### config.mk
export PLATFORM = sky130hd
export DESIGN_NAME = mdio_phy_slave
export DESIGN_NICKNAME = d
export VERILOG_FILES = /design/src/rtl/mdio_phy_slave.sv
export SDC_FILE = /design/constraint.sdc
export NUM_CORES = 1
export LEC_CHECK = 0
export ABC_CLOCK_PERIOD_IN_PS = 42100
export CORE_MARGIN = 2
export CORE_UTILIZATION = 43
export DETAILED_ROUTE_END_ITERATION = 6
export GPL_TIMING_DRIVEN = 0
export PLACE_DENSITY_LB_ADDON = 0.1
export SLEW_MARGIN = 25
export SYNTH_ARGS = -nofsm -noshare
export SYNTH_HDL_FRONTEND = slang
export SYNTH_SLANG_ARGS = --single-unit
### constraint.sdc
create_clock -name clk -period 42.1 [get_ports clk]
set_input_delay 6.315 -clock clk [delete_from_list [all_inputs] [get_ports clk]]
set_output_delay 6.315 -clock clk [all_outputs]
set_load 0.05 [all_outputs]
### src/rtl/mdio_phy_slave.sv
// -----------------------------------------------------------------------------
// mdio_phy_slave
//
// Clause-22 style MDIO management slave (PHY side). The controller's MDC, MDIO
// data and drive-enable are brought into the clk domain through two-stage
// synchronizers. Frames are decoded bit by bit on detected MDC rises. Read data
// is driven back on the MDC falls. A 32 x 16 register file holds the
// management registers.
//
// Ports
//   clk        system clock, all state updates on its rising edge
//   RESET      asynchronous active-high reset
//   MDC        management clock from the controller (asynchronous to clk)
//   MDIO_OUT   serial frame bits from the controller
//   MDIO_OE    controller drive enable, 1 = MDIO_OUT is valid
//   MDIO_IN    serial read data returned to the controller, idles at 1
//   PHY_OE     1 while this block drives MDIO_IN
//   WR_STROBE  one-clk pulse after a completed register write
//   WR_ADDR    register address of the last write
//   WR_DATA    data of the last write
//   FRAME_ERR  one-clk pulse on a malformed frame
// -----------------------------------------------------------------------------
module mdio_phy_slave #(
  parameter logic [4:0] PHY_ADDR = 5'd1
) (
  input  logic        clk,
  input  logic        RESET,
  input  logic        MDC,
  input  logic        MDIO_OUT,
  input  logic        MDIO_OE,
  output logic        MDIO_IN,
  output logic        PHY_OE,
  output logic        WR_STROBE,
  output logic [4:0]  WR_ADDR,
  output logic [15:0] WR_DATA,
  output logic        FRAME_ERR
);

  typedef enum logic [2:0] {
    ST_IDLE,
    ST_HDR,
    ST_WR,
    ST_RD,
    ST_SKIP
  } state_t;

  localparam logic [1:0] OP_WRITE = 2'b01;
  localparam logic [1:0] OP_READ  = 2'b10;

  // ---------------------------------------------------------------------------
  // Input synchronizers (two stages each)
  // ---------------------------------------------------------------------------
  logic mdc_s1_reg,  mdc_s2_reg;
  logic mdio_s1_reg, mdio_s2_reg;
  logic oe_s1_reg,   oe_s2_reg;

  always_ff @(posedge clk or posedge RESET) begin
    if (RESET) begin
      mdc_s1_reg  <= 1'b0;
      mdc_s2_reg  <= 1'b0;
      mdio_s1_reg <= 1'b0;
      mdio_s2_reg <= 1'b0;
      oe_s1_reg   <= 1'b0;
      oe_s2_reg   <= 1'b0;
    end else begin
      mdc_s1_reg  <= MDC;
      mdc_s2_reg  <= mdc_s1_reg;
      mdio_s1_reg <= MDIO_OUT;
      mdio_s2_reg <= mdio_s1_reg;
      oe_s1_reg   <= MDIO_OE;
      oe_s2_reg   <= oe_s1_reg;
    end
  end

  // Edges are seen one stage apart; the bit itself is taken from stage 1 so it
  // is aligned with the newer MDC sample.
  logic mdc_rise;
  logic mdc_fall;
  logic bit_in;
  logic oe_in;

  assign mdc_rise = mdc_s1_reg & ~mdc_s2_reg;
  assign mdc_fall = ~mdc_s1_reg & mdc_s2_reg;
  assign bit_in   = mdio_s1_reg;
  assign oe_in    = oe_s1_reg;

  // ---------------------------------------------------------------------------
  // Frame state
  // ---------------------------------------------------------------------------
  state_t      state_reg;
  logic [5:0]  bit_cnt_reg;   // index of the next MDC rise within the frame
  logic [10:0] hdr_reg;       // header bits, newest in bit 0
  logic [4:0]  regad_reg;     // register address captured at bit 13
  logic [14:0] data_reg;      // write data collected so far
  logic [15:0] rd_shift_reg;  // read data, MSB shifted out first

  logic [15:0] regs [32];

  // At the bit-13 rise the complete OP/PHYAD/REGAD field is the stored header
  // plus the bit currently being sampled. Bit 1 has already been shifted out
  // of hdr_reg by then, which is fine because it was checked on its own rise.
  logic [11:0] frame_hdr;
  logic [1:0]  frame_op;
  logic [4:0]  frame_phyad;
  logic [4:0]  frame_regad;
  logic        phy_match;

  assign frame_hdr   = {hdr_reg, bit_in};
  assign frame_op    = frame_hdr[11:10];
  assign frame_phyad = frame_hdr[9:5];
  assign frame_regad = frame_hdr[4:0];
  assign phy_match   = (frame_phyad == PHY_ADDR);

  // A write commits on the bit-31 rise, provided the controller still drives.
  logic        wr_fire;
  logic [15:0] wr_word;

  assign wr_fire = (state_reg == ST_WR) && mdc_rise && oe_in && (bit_cnt_reg == 6'd31);
  assign wr_word = {data_reg, bit_in};

  // ---------------------------------------------------------------------------
  // Register file. It is cleared by reset, so it is built from flops rather
  // than a RAM macro.
  // ---------------------------------------------------------------------------
  always_ff @(posedge clk or posedge RESET) begin
    if (RESET) begin
      for (int i = 0; i < 32; i++) begin
        regs[i] <= 16'h0000;
      end
    end else if (wr_fire) begin
      regs[regad_reg] <= wr_word;
    end
  end

  // ---------------------------------------------------------------------------
  // Frame FSM with registered outputs
  // ---------------------------------------------------------------------------
  always_ff @(posedge clk or posedge RESET) begin
    if (RESET) begin
      state_reg    <= ST_IDLE;
      bit_cnt_reg  <= 6'd0;
      hdr_reg      <= 11'd0;
      regad_reg    <= 5'd0;
      data_reg     <= 15'd0;
      rd_shift_reg <= 16'd0;
      MDIO_IN      <= 1'b1;
      PHY_OE       <= 1'b0;
      WR_STROBE    <= 1'b0;
      WR_ADDR      <= 5'd0;
      WR_DATA      <= 16'd0;
      FRAME_ERR    <= 1'b0;
    end else begin
      // Both strobes are single-cycle; they are raised below only when needed.
      WR_STROBE <= 1'b0;
      FRAME_ERR <= 1'b0;

      case (state_reg)
        ST_IDLE: begin
          MDIO_IN     <= 1'b1;
          PHY_OE      <= 1'b0;
          bit_cnt_reg <= 6'd0;
          // Preamble ones (and undriven rises) are ignored; the first driven
          // zero is ST bit 0.
          if (mdc_rise && oe_in && !bit_in) begin
            bit_cnt_reg <= 6'd1;
            state_reg   <= ST_HDR;
          end
        end

        ST_HDR: begin
          if (mdc_rise) begin
            if ((bit_cnt_reg == 6'd1) && !bit_in) begin
              // ST must be 01
              FRAME_ERR   <= 1'b1;
              bit_cnt_reg <= 6'd0;
              state_reg   <= ST_IDLE;
            end else if (bit_cnt_reg == 6'd13) begin
              bit_cnt_reg <= 6'd14;
              regad_reg   <= frame_regad;
              if ((frame_op == OP_WRITE) && phy_match) begin
                state_reg <= ST_WR;
              end else if ((frame_op == OP_READ) && phy_match) begin
                rd_shift_reg <= regs[frame_regad];
                state_reg    <= ST_RD;
              end else begin
                // Illegal opcodes are reported even when addressed elsewhere;
                // a plain address mismatch is silently skipped.
                if ((frame_op != OP_WRITE) && (frame_op != OP_READ)) begin
                  FRAME_ERR <= 1'b1;
                end
                state_reg <= ST_SKIP;
              end
            end else begin
              hdr_reg     <= {hdr_reg[9:0], bit_in};
              bit_cnt_reg <= bit_cnt_reg + 6'd1;
            end
          end
        end

        ST_WR: begin
          if (mdc_rise) begin
            if (!oe_in) begin
              // Controller let go of the line mid-frame: abandon the write.
              FRAME_ERR   <= 1'b1;
              bit_cnt_reg <= 6'd0;
              state_reg   <= ST_IDLE;
            end else if (bit_cnt_reg == 6'd31) begin
              WR_ADDR     <= regad_reg;
              WR_DATA     <= wr_word;
              WR_STROBE   <= 1'b1;
              bit_cnt_reg <= 6'd0;
              state_reg   <= ST_IDLE;
            end else begin
              // TA bits shift through too; they fall off the top by bit 31.
              data_reg    <= {data_reg[13:0], bit_in};
              bit_cnt_reg <= bit_cnt_reg + 6'd1;
            end
          end
        end

        ST_RD: begin
          // Rises only advance the counter; controller bits are ignored here.
          if (mdc_rise && (bit_cnt_reg != 6'd32)) begin
            bit_cnt_reg <= bit_cnt_reg + 6'd1;
          end
          // Drive on falls so the controller sees a stable bit at its next rise.
          // bit_cnt_reg is one past the most recent rise.
          if (mdc_fall) begin
            if (bit_cnt_reg == 6'd15) begin
              PHY_OE  <= 1'b1;
              MDIO_IN <= 1'b0;          // second turnaround bit
            end else if ((bit_cnt_reg >= 6'd16) && (bit_cnt_reg <= 6'd31)) begin
              MDIO_IN      <= rd_shift_reg[15];
              rd_shift_reg <= {rd_shift_reg[14:0], 1'b0};
            end else if (bit_cnt_reg == 6'd32) begin
              PHY_OE      <= 1'b0;
              MDIO_IN     <= 1'b1;
              bit_cnt_reg <= 6'd0;
              state_reg   <= ST_IDLE;
            end
          end
        end

        ST_SKIP: begin
          if (mdc_rise) begin
            if (bit_cnt_reg == 6'd31) begin
              bit_cnt_reg <= 6'd0;
              state_reg   <= ST_IDLE;
            end else begin
              bit_cnt_reg <= bit_cnt_reg + 6'd1;
            end
          end
        end

        default: begin
          bit_cnt_reg <= 6'd0;
          MDIO_IN     <= 1'b1;
          PHY_OE      <= 1'b0;
          state_reg   <= ST_IDLE;
        end
      endcase
    end
  end

endmodule

=== Word-level counts from Yosys, hierarchy flattened ===
Index checks and enable logic that the tools add are counted.

* Add/sub/neg operators: 1
* Multiply operators: 0
* Div/mod/pow operators: 0
* $lt $le $gt $ge: 5
* Eq/ne operators: 32
* Shifts and indexed selects: 0
* Multiplexer cells: 67
* Bitwise operators: 10
* Reduce and logical (&&, ||, !) cells: 25

{| class="wikitable"
|+ Operator list
! operator !! count
|-
| $bwmux 512 || 1
|-
| $mux 16 || 11
|-
| $bmux 16 s5 || 1
|-
| $demux 16 s5 || 1
|-
| $mux 6 || 12
|-
| $mux 3 || 14
|-
| $pmux 16 s2 || 1
|-
| $pmux 6 s5 || 1
|-
| $ne 2x2->1 const B || 14
|-
| $mux 1 || 21
|-
| $reduce_and 4->1 || 5
|-
| $reduce_and 9->1 || 2
|-
| $pmux 3 s5 || 1
|-
| $eq 6x4->1 const B || 2
|-
| $ge 6x6->1 const B || 2
|-
| $logic_and 1x1->1 || 12
|-
| $not 5->6 || 2
|-
| $ne 3x3->1 const B || 3
|-
| $add 6x1->6 const B || 1
|-
| $eq 3x2->1 const B || 2
|-
| $eq 6x1->1 const B || 1
|-
| $eq 6x5->1 const B || 1
|-
| $eq 6x6->1 const B || 1
|-
| $ge 6x5->1 const B || 1
|-
| 18 further kinds || 27
|}

* Bits in registers: 597
* Latch bits: 0
* Memory bits (writable): 0
* ROM bits: 0
* Word-level logic and storage cells: 188
* Memories: 0

=== Longest topological paths before layout ===
Gate-level depths: netlist of the first run.

* Word-level depth: 10
* Gate-level depth with buffers: 11

=== Worst setup path after synthesis of the first run ===
Ideal clock, no wire load.

* Path kind: reg2out
* Start: register MDIO_IN
* End: output port MDIO_IN
* Data arrival time: 0.664 ns
* Path slack: 35.121 ns
* Stages on the path, launching flop included: 1
* Path buffers: 0
* Cells stage by stage: dfstp_2

{| class="wikitable"
|+ RTL lines
! element !! line !! RTL
|-
| from (decl) || 31 || <nowiki>output logic MDIO_IN,</nowiki>
|-
| from (signal assigned) || 233 || <nowiki>MDIO_IN <= rd_shift_reg[15];</nowiki>
|}

No word-level cell between the ends.

=== Worst setup path after layout of the first run ===
* Start: register MDIO_IN
* End: output port MDIO_IN

No word-level cell between the ends.

==> results of run 1 <==
[placed cells by master, fill, tap and decap left out, types with 18 or more instances in the layout]
cell type	n
dfrtp_1	596
mux2_2	552
mux2i_1	169
clkbuf_1	125
nand2_1	107
a22oi_1	79
clkbuf_16	71
buf_2	54
a21oi_1	40
mux4_2	38
nor2_1	31
clkdlybuf4s50_1	29
nand4_1	26
nand3_1	20
nor2b_1	19
a31oi_1	18
[routing by layer]
metal / GRT usage, % / share of wire [%] / wire, µm / vias up
li1: - / - / - / 7733
met1: 33.4 / 45 / 36000 / 9422
met2: 39.6 / 47 / 38000 / 450
met3: 4.04 / 5.0 / 3960 / 113
met4: 7.51 / 2.5 / 2030 / 0
met5: 0 / 0 / 0 / -
[cell families after synthesis]
logic type | after synthesis
muxes | 760
buffers and inverters | 189
adders and majority gates | 5
and+or+nand+nor | 277
xor gates and xnor gates | 1
DFF | 597
AOI/OAI and AO/OA | 218
[path summary, 6_finish.rpt]
| kind | slack (ns) | end | from |
|---|---|---|---|
| max in group asynchronous | 34.45 | regs[406]$_DFFE_PP0P_ | RESET |
| worst min register to register | 0.47 | WR_DATA[8]$_DFFE_PP0P_ | WR_DATA[8]$_DFFE_PP0P_ |
| worst min-delay path | 0.47 | WR_DATA[8]$_DFFE_PP0P_ | WR_DATA[8]$_DFFE_PP0P_ |
| worst max-delay path | 33.89 | MDIO_IN | MDIO_IN$_DFFE_PP1P_ |
| worst max register to register | 38.21 | rd_shift_reg[12]$_DFFE_PP0P_ | hdr_reg[2]$_DFFE_PP0P_ |
| min in group asynchronous | 6.24 | regs[75]$_DFFE_PP0P_ | RESET |
[layout make-up]
class,count,area [µm²]
well taps,846,1060
clock inverters,14,226
plain buffers,175,769
fillers,5553,31900
inverters,14,60.1
flip-flops and latches,597,14900
multi-input cells,1261,11900
diodes,1,2.50
clock buffers,107,2030
repair buffers,35,455
[where the power goes]
group	internal [µW]	switching [µW]	total (µW)
sequential	579	4.34	583
clock	368	237	605
combinational	99.5	210	309
total	1050	451	1500
[through the flow]
| step | setup WS [ns] | instance area [µm²] | utilization [%] | hold WS (ns) | cells |
|---|---|---|---|---|---|
| 6_report | 33.89 | 31500 | 49.7 | 0.471 | 3050 |
| 5_1_grt | 33.85 | 31500 | 49.7 | 0.493 | 3049 |
| 4_1_cts | 33.86 | 31500 | 49.7 | 0.477 | 3049 |
| 3_5_place_dp | 33.80 | 29200 | 46.1 | 0.462 | 2928 |
| 3_3_place_gp | 12.36 | 29000 | 45.8 | 0.439 | 2922 |
| 2_1_floorplan | 19.08 | 27700 | - | 0.388 | 2047 |
==> flow_summary.toml, run 1 <==
[job]
max-cap-violations = 0

[yosys]
muxShareOfSynthArea_pct = 31.7
synthTopCellsByCount = "596 x dfrtp_1, 552 x mux2_2, 169 x mux2i_1"
synth-simple-area-share_pct = 5.32
synth_fa_ha_area_share_pct = 0.226
yosysTopAreaCell = "dfrtp_1"
syn_inst = 2047
ys_types = 73
synthXorXnorAreaFrac_pct = 0.0317
synth.area.top_cells = "dfrtp_1 54%, mux2_2 22%, mux2i_1 6.1%"
yosysMostFrequentCell = "dfrtp_1"
yosysTopAreaCellShare_pct = 53.9
synth.avg_cell_area_um2 = 13.5
synth_nets = 2057
synthFlopType = "dfrtp_1"
synth_top_family_by_area = "multiplexers"
synthArstFlopShare_pct = 100
synth_seq_cells = 597
synth-edff-count = 0
ys_seq_area_share_pct = 54.0
synth_compound_area_share_pct = 5.74
netlist_area_mm2 = 0.0277
yosys_warnings = 0

[global_routing]
grt_pass1_vias = 18200
grt_start_max_net_pins = 100
grt_pass1_wl_um = 121000
grt_overflow = 0
track_usage_pct = 24.3
antenna_found_initial = 1

[timing]
rsz0062_at_grt = "no"
skew_ns = 0.0275
finalCritPeriodShare_pct = 19.5
hold_violations = 0
final-setup-viol-count = 0
worstMarginPinSlew_ns = 1.09
final-max-slew-violation-count = 0
setup-tns-final_ns = 0
slew_headroom_pct = 27.4
period_needed_ns = 8.21
max_freq_ghz = 0.122

[clock_network]
worstSkewPairLatency_ns = 0.60
cts_buffer_depth = 3
clock-sinks = 597
ctsHoldBuffers = 0
root_buffer = "clkbuf_16"
cts_tree = "built"
clk_pin_slew_worst_paths_ns = 0.05
cts_made_buffers = 70
h-tree-depth = 3
post_cts_buffers = 0
cts_resized = 0

[floorplanning]
rows = 92
initial_core_util_pct = 43.7
fp.dieH_um = 258
die_w_um = 258
pin_count = 30
dieArea_mm2 = 0.0664
core-area_mm2 = 0.0633

[finish]
area_growth_pct = 13.7
fin_nets = 2164
largest_reg_flops = 512
drive_gt1_share_pct = 36.1

[setup_path]
cp_top_family = "buffers and inverters"
end_kind = "primary output"
critPathMaxFanout = 2
cp_slowest_stage_delay_ns = 0.79
r2r_cells = 8
start_kind = "flip-flop"
crit_arrival_ns = 1.90
crit_path_cell_trace = "clkdlybuf4s50_1"
crit_type = "reg2out"
cp_num_buf_inv = 1
slowest_stage = "clkdlybuf4s50_1"
cp_num_cells = 1
required_ns = 35.78

[power]
p_total_uw = 1500
power.density_mw_per_mm2 = 47.6
p_leak_uw = 0.0153
irDropWorstVdd_mv = 0.0256

[route]
wl_per_cell_um = 26.2
vias = 17700
firstDrtPassIters = 5
drc_errors = 0
drt_iter0_drc = 1341
drt_wl_total_um = 79900
viasPerCell = 5.81
ant_nets = 0

[hold_path]
holdPathStages = 2
hp-class = "reg2reg"

[placed_design]
dp_hpwl_um = 57500
gp_congestion = 0.929
io_buffers = 29

[outcome]
status = "completed"
No activity file was read; power rests on OpenSTA's default activity.
==> run 2: changes to the inputs <==
--- a/config.mk
+++ b/config.mk
@@ -5,7 +5,7 @@
 export SDC_FILE = /design/constraint.sdc
 export NUM_CORES = 1
 export LEC_CHECK = 0
-export ABC_CLOCK_PERIOD_IN_PS = 42100
+export ABC_CLOCK_PERIOD_IN_PS = 7700
 export CORE_MARGIN = 2
 export CORE_UTILIZATION = 43
 export DETAILED_ROUTE_END_ITERATION = 6
==> constraint.sdc (replaced) <==
create_clock -name clk -period 7.7 [get_ports clk]
set_input_delay 1.155 -clock clk [delete_from_list [all_inputs] [get_ports clk]]
set_output_delay 1.155 -clock clk [all_outputs]
set_load 0.05 [all_outputs]
==> run 2 against run 1 <==
Against the previous run:
- die area unchanged
- count of clock-buffer cells in the layout decreased by 9
- final cell count increased by 0.33%
- flip-flop and latch count unchanged
- critical path depth increased by 7
- non-clock buffer count increased by 14
- clock skew decreased by 0.0041 ns
- routed wire length decreased by 0.24%
- clock power increased to 5.4 times the previous value
- sequential power increased to 5.5 times the previous value
- largest cell class unchanged
==> flow_summary.toml, run 2 (synthesis results as in run 1) <==
[clock_network]
clock-sinks = 597
cts_buffer_depth = 3
post_cts_buffers = 0
cts_made_buffers = 67
ctsHoldBuffers = 0
h-tree-depth = 3
worstSkewPairLatency_ns = 0.61
root_buffer = "clkbuf_16"
cts_resized = 0
clk_pin_slew_worst_paths_ns = 0.06
cts_tree = "built"

[route]
drt_iter0_drc = 1262
drt_wl_total_um = 79700
vias = 17700
wl_per_cell_um = 26.1
drc_errors = 0
firstDrtPassIters = 6
ant_nets = 0
viasPerCell = 5.78

[setup_path]
critPathMaxFanout = 11
cp-startpoint = "bit_in$_DFF_PP0_"
crit_type = "reg2reg"
crit_arrival_ns = 4.40
required_ns = 8.19
end_kind = "flip-flop"
start_kind = "flip-flop"
worstReg2RegStart = "bit_in$_DFF_PP0_"

[global_routing]
track_usage_pct = 24.3
grt_overflow = 0
grt_start_max_net_pins = 34
grt_pass1_wl_um = 120000
antenna_found_initial = 0
grt_pass1_vias = 18100

[finish]
area_growth_pct = 14.5
fin_util_pct = 50.0
largest_reg_flops = 512
final_common_cell = "dfrtp_1"
mostFrequentLayoutCells = "596 x dfrtp_1, 552 x mux2_2, 169 x mux2i_1"
drive_gt1_share_pct = 36.8
fin_nets = 2175

[floorplanning]
dieArea_mm2 = 0.0664
initial_core_util_pct = 43.7
die_w_um = 258
core-area_mm2 = 0.0633
fp.dieH_um = 258
pin_count = 30
rows = 92

[power]
irDropWorstVdd_mv = 0.155
p_total_uw = 8150
p_leak_uw = 0.0154
power.density_mw_per_mm2 = 257

[timing]
final-max-slew-violation-count = 0
finalCritPeriodShare_pct = 50.8
worstMarginPinSlew_ns = 1.07
skew_ns = 0.0234
period_needed_ns = 3.91
setup_ws_ns = 3.79
rsz0062_at_grt = "no"
max_freq_ghz = 0.256
final-setup-viol-count = 0
slew_headroom_pct = 28.6
hold_violations = 0

[placed_design]
gp_congestion = 0.877
dp_hpwl_um = 58300
io_buffers = 29
pre_cts_ws_ns = 3.78

[hold_path]
min_from = "mdc_s1_reg$_DFF_PP0_"
hp-class = "reg2reg"

[job]
max-cap-violations = 0

[outcome]
status = "completed"
-- run 2: layout make-up --
cell class | count | area, µm²
fill | 5594 | 31600
sequential | 597 | 14900
multi-input combinational | 1261 | 11900
clock buffer | 98 | 1970
tap | 846 | 1060
buffer | 175 | 768
timing repair buffer | 49 | 698
clock inverter | 18 | 250
inverter | 14 | 56.3
antenna | 2 | 5.00
-- run 2: per-stage QoR --
step           instances  cell area [µm²]  TNS (ns)  hold slack [ns]
2_1_floorplan       2047            27700   -950.89            0.388
3_3_place_gp        2922            29000  -3065.38            0.408
3_5_place_dp        2942            29400         0            0.416
4_1_cts             3058            31700         0            0.423
5_1_grt             3058            31700         0            0.443
6_report            3060            31700         0            0.420
-- run 2: worst paths after layout --
kind | endpoint | slack, ns | cells after the start
worst max-delay path | rd_shift_reg[5]$_DFFE_PP0P_ | 3.79 | 8
worst min-delay path | mdc_s2_reg$_DFF_PP0_ | 0.42 | 0
worst max register to register | rd_shift_reg[5]$_DFFE_PP0P_ | 3.79 | 8
worst min register to register | mdc_s2_reg$_DFF_PP0_ | 0.42 | 0
max in group asynchronous | regs[501]$_DFFE_PP0P_ | 4.51 | 10
min in group asynchronous | regs[109]$_DFFE_PP0P_ | 1.01 | 2
-- run 2: power by group --
| group | leakage [µW] | total (µW) | internal [µW] | switching, µW |
|---|---|---|---|---|
| Clock | 0.00109 | 3250 | 1950 | 1300 |
| Sequential | 0.00832 | 3190 | 3160 | 22.8 |
| Combinational | 0.00596 | 1710 | 556 | 1160 |
-- run 2: metal layers --
metal  share of wire (%)  vias up  global-route usage (%)
met1                  46     9364                    34.6
met4                 2.6        0                    7.42
met5                   0        -                       0
met2                  47      421                    38.9
met3                 4.4      111                    3.25
li1                    -     7779                       -
-- run 2: critical path: stages (launching register included) --
cell and delay (ns):
dfrtp_1 0.39, buf_2 0.43, buf_2 0.46, clkbuf_1 0.59, nor3_1 0.34, clkbuf_1 0.43, a22oi_1 0.63, nand4_1 0.26
a22o_1 0.24
==> run 3: changes to the inputs <==
--- a/config.mk
+++ b/config.mk
@@ -5,7 +5,7 @@
 export SDC_FILE = /design/constraint.sdc
 export NUM_CORES = 1
 export LEC_CHECK = 0
-export ABC_CLOCK_PERIOD_IN_PS = 7700
+export ABC_CLOCK_PERIOD_IN_PS = 3200
 export CORE_MARGIN = 2
 export CORE_UTILIZATION = 43
 export DETAILED_ROUTE_END_ITERATION = 6
==> constraint.sdc (replaced) <==
create_clock -name clk -period 3.2 [get_ports clk]
set_input_delay 0.48 -clock clk [delete_from_list [all_inputs] [get_ports clk]]
set_output_delay 0.48 -clock clk [all_outputs]
set_load 0.05 [all_outputs]
==> run 3 against run 2 <==
Against the previous run:
- the flow now finishes with violations (negative setup slack)
- combinational power up 140%
- utilization is 0.14 points higher
- sequential power increased by 140%
- first-iteration DRC count decreased by 0.40%
- global-route usage hardly changed
- final area increased by 0.27%
- final cell count is the same
- worst setup slack worse by 3.9 ns
==> flow_summary.toml, run 3 (synthesis results as in run 1) <==
[power]
irDropWorstVdd_mv = 0.372
clkPwrFrac_pct = 39.9
power.density_mw_per_mm2 = 618
p_sw_uw = 5970
p_comb_share_pct = 21.0
p_leak_uw = 0.0154
internal_power_uw = 13600
pwr-share-seq_pct = 39.1
switching_share_pct = 30.4

[placed_design]
io_buffers = 29
dp.cells = 2942
dp_hpwl_um = 58300
gp_congestion = 0.877
dpl_cell_area_mm2 = 0.0294
pre_cts_ws_ns = -0.571

[timing]
slew_headroom_pct = 28.1
finalCritPeriodShare_pct = 103
setup_ws_ns = -0.104
rsz0062_at_grt = "yes"
worstMarginPinSlew_ns = 1.08
hold_violations = 0
skew_ns = 0.0228
setup-tns-final_ns = -2.15
period_needed_ns = 3.30
final-max-slew-violation-count = 0
max_freq_ghz = 0.303
final-setup-viol-count = 30

[clock_network]
h-tree-depth = 3
clk_pin_slew_worst_paths_ns = 0.06
cts_buffer_depth = 3
cts_made_buffers = 67
worstSkewPairLatency_ns = 0.61
clock-sinks = 597
ctsHoldBuffers = 0
root_buffer = "clkbuf_16"
cts_tree = "built"

[finish]
drive_gt1_share_pct = 38.1
final_common_cell = "dfrtp_1"
finalInstanceArea_mm2 = 0.0318
fin_nets = 2176
area_growth_pct = 14.8
largest_reg_flops = 512
multiInputGateArea_mm2 = 0.0120
mostFrequentLayoutCells = "596 x dfrtp_1, 552 x mux2_2, 169 x mux2i_1"
final_cells = 3060
seq_area_mm2 = 0.0149
n_fill_cell = 5584
fin_util_pct = 50.2

[floorplanning]
core-area_mm2 = 0.0633
fp.dieH_um = 258
rows = 92
dieArea_mm2 = 0.0664
die_w_um = 258
pin_count = 30
initial_core_util_pct = 43.7

[setup_path]
slowest_stage = "nor2_1"
crit_arrival_ns = 3.79
critPathMostFrequentCell = "buf_2"
cp_num_buf_inv = 3
cp_top_family = "simple AND/OR/NAND/NOR gates"
required_ns = 3.68
crit_type = "reg2reg"
cp_slowest_stage_delay_ns = 0.66
crit_path_cell_trace = "ha_1, and3_1, buf_2, nand4_4, inv_2, nand3_1, nor2_1, buf_2, mux2_2"
end_kind = "flip-flop"
critPathMaxFanout = 10
start_kind = "flip-flop"

[global_routing]
antenna_found_initial = 0
grt_pass1_vias = 18200
grt_pass1_wl_um = 120000
grt_overflow = 0
track_usage_pct = 24.3
grt_start_max_net_pins = 34

[route]
drt_wl_total_um = 79800
ant_nets = 0
drc_errors = 0
firstDrtPassIters = 7
wl_per_cell_um = 26.1
viasPerCell = 5.77
drt_iter0_drc = 1257
vias = 17700

[hold_path]
hp-class = "in2async"

[job]
max-cap-violations = 0

[outcome]
status = "complete, but fails checks"
violations = "negative setup slack"
run 3: per-stage QoR:
stage          total power (µW)  hold slack (ns)
5_1_grt                   20300            0.340
2_1_floorplan             10400            0.388
4_1_cts                   19800            0.311
3_5_place_dp              11900            0.416
3_3_place_gp              11900            0.408
6_report                  19600            0.338
run 3: final cells by class:
type / instances / area share (%)
antenna: 1 / 0.00788
buffer: 174 / 2.52
clock buffer: 98 / 6.22
clock inverter: 18 / 0.788
inverter: 14 / 0.177
multi-input combinational: 1261 / 37.7
sequential: 597 / 47.1
tap: 846 / 3.33
timing repair buffer: 51 / 2.25
run 3: path summary, 6_finish.rpt:
check	start	to	slack (ns)	cells past startpoint
max	bit_cnt_reg[0]$_DFFE_PP0P_	regs[274]$_DFFE_PP0P_	-0.10	9
min	RESET	regs[237]$_DFFE_PP0P_	0.34	2
max reg2reg	bit_cnt_reg[0]$_DFFE_PP0P_	regs[274]$_DFFE_PP0P_	-0.10	9
min reg2reg	mdc_s1_reg$_DFF_PP0_	mdc_s2_reg$_DFF_PP0_	0.42	0
max in group asynchronous	RESET	regs[501]$_DFFE_PP0P_	0.67	10
min in group clk	MDIO_OUT	bit_in$_DFF_PP0_	0.34	1
run 3: power by group through the flow:
stage	clock, µW	sequential [µW]	combinational, µW
after detailed placement	0	7800	4120
after global placement	0	7820	4040
after global routing	8330	7670	4310
final	7820	7670	4130
after CTS	7990	7670	4130
after floorplan	0	7800	2570
run 3: metal layers:
metal | routed length, µm | GRT usage [%]
met1 | 36600 | 34.6
met2 | 37700 | 38.9
met3 | 3500 | 3.15
met4 | 1950 | 7.34
met5 | 0 | 0
run 3: what timing repair did:
action                     in CTS  in global routing
pin swaps                       1                  0
buffers inserted                2                  0
setup endpoints to repair      82                122
resized for setup              21                 20
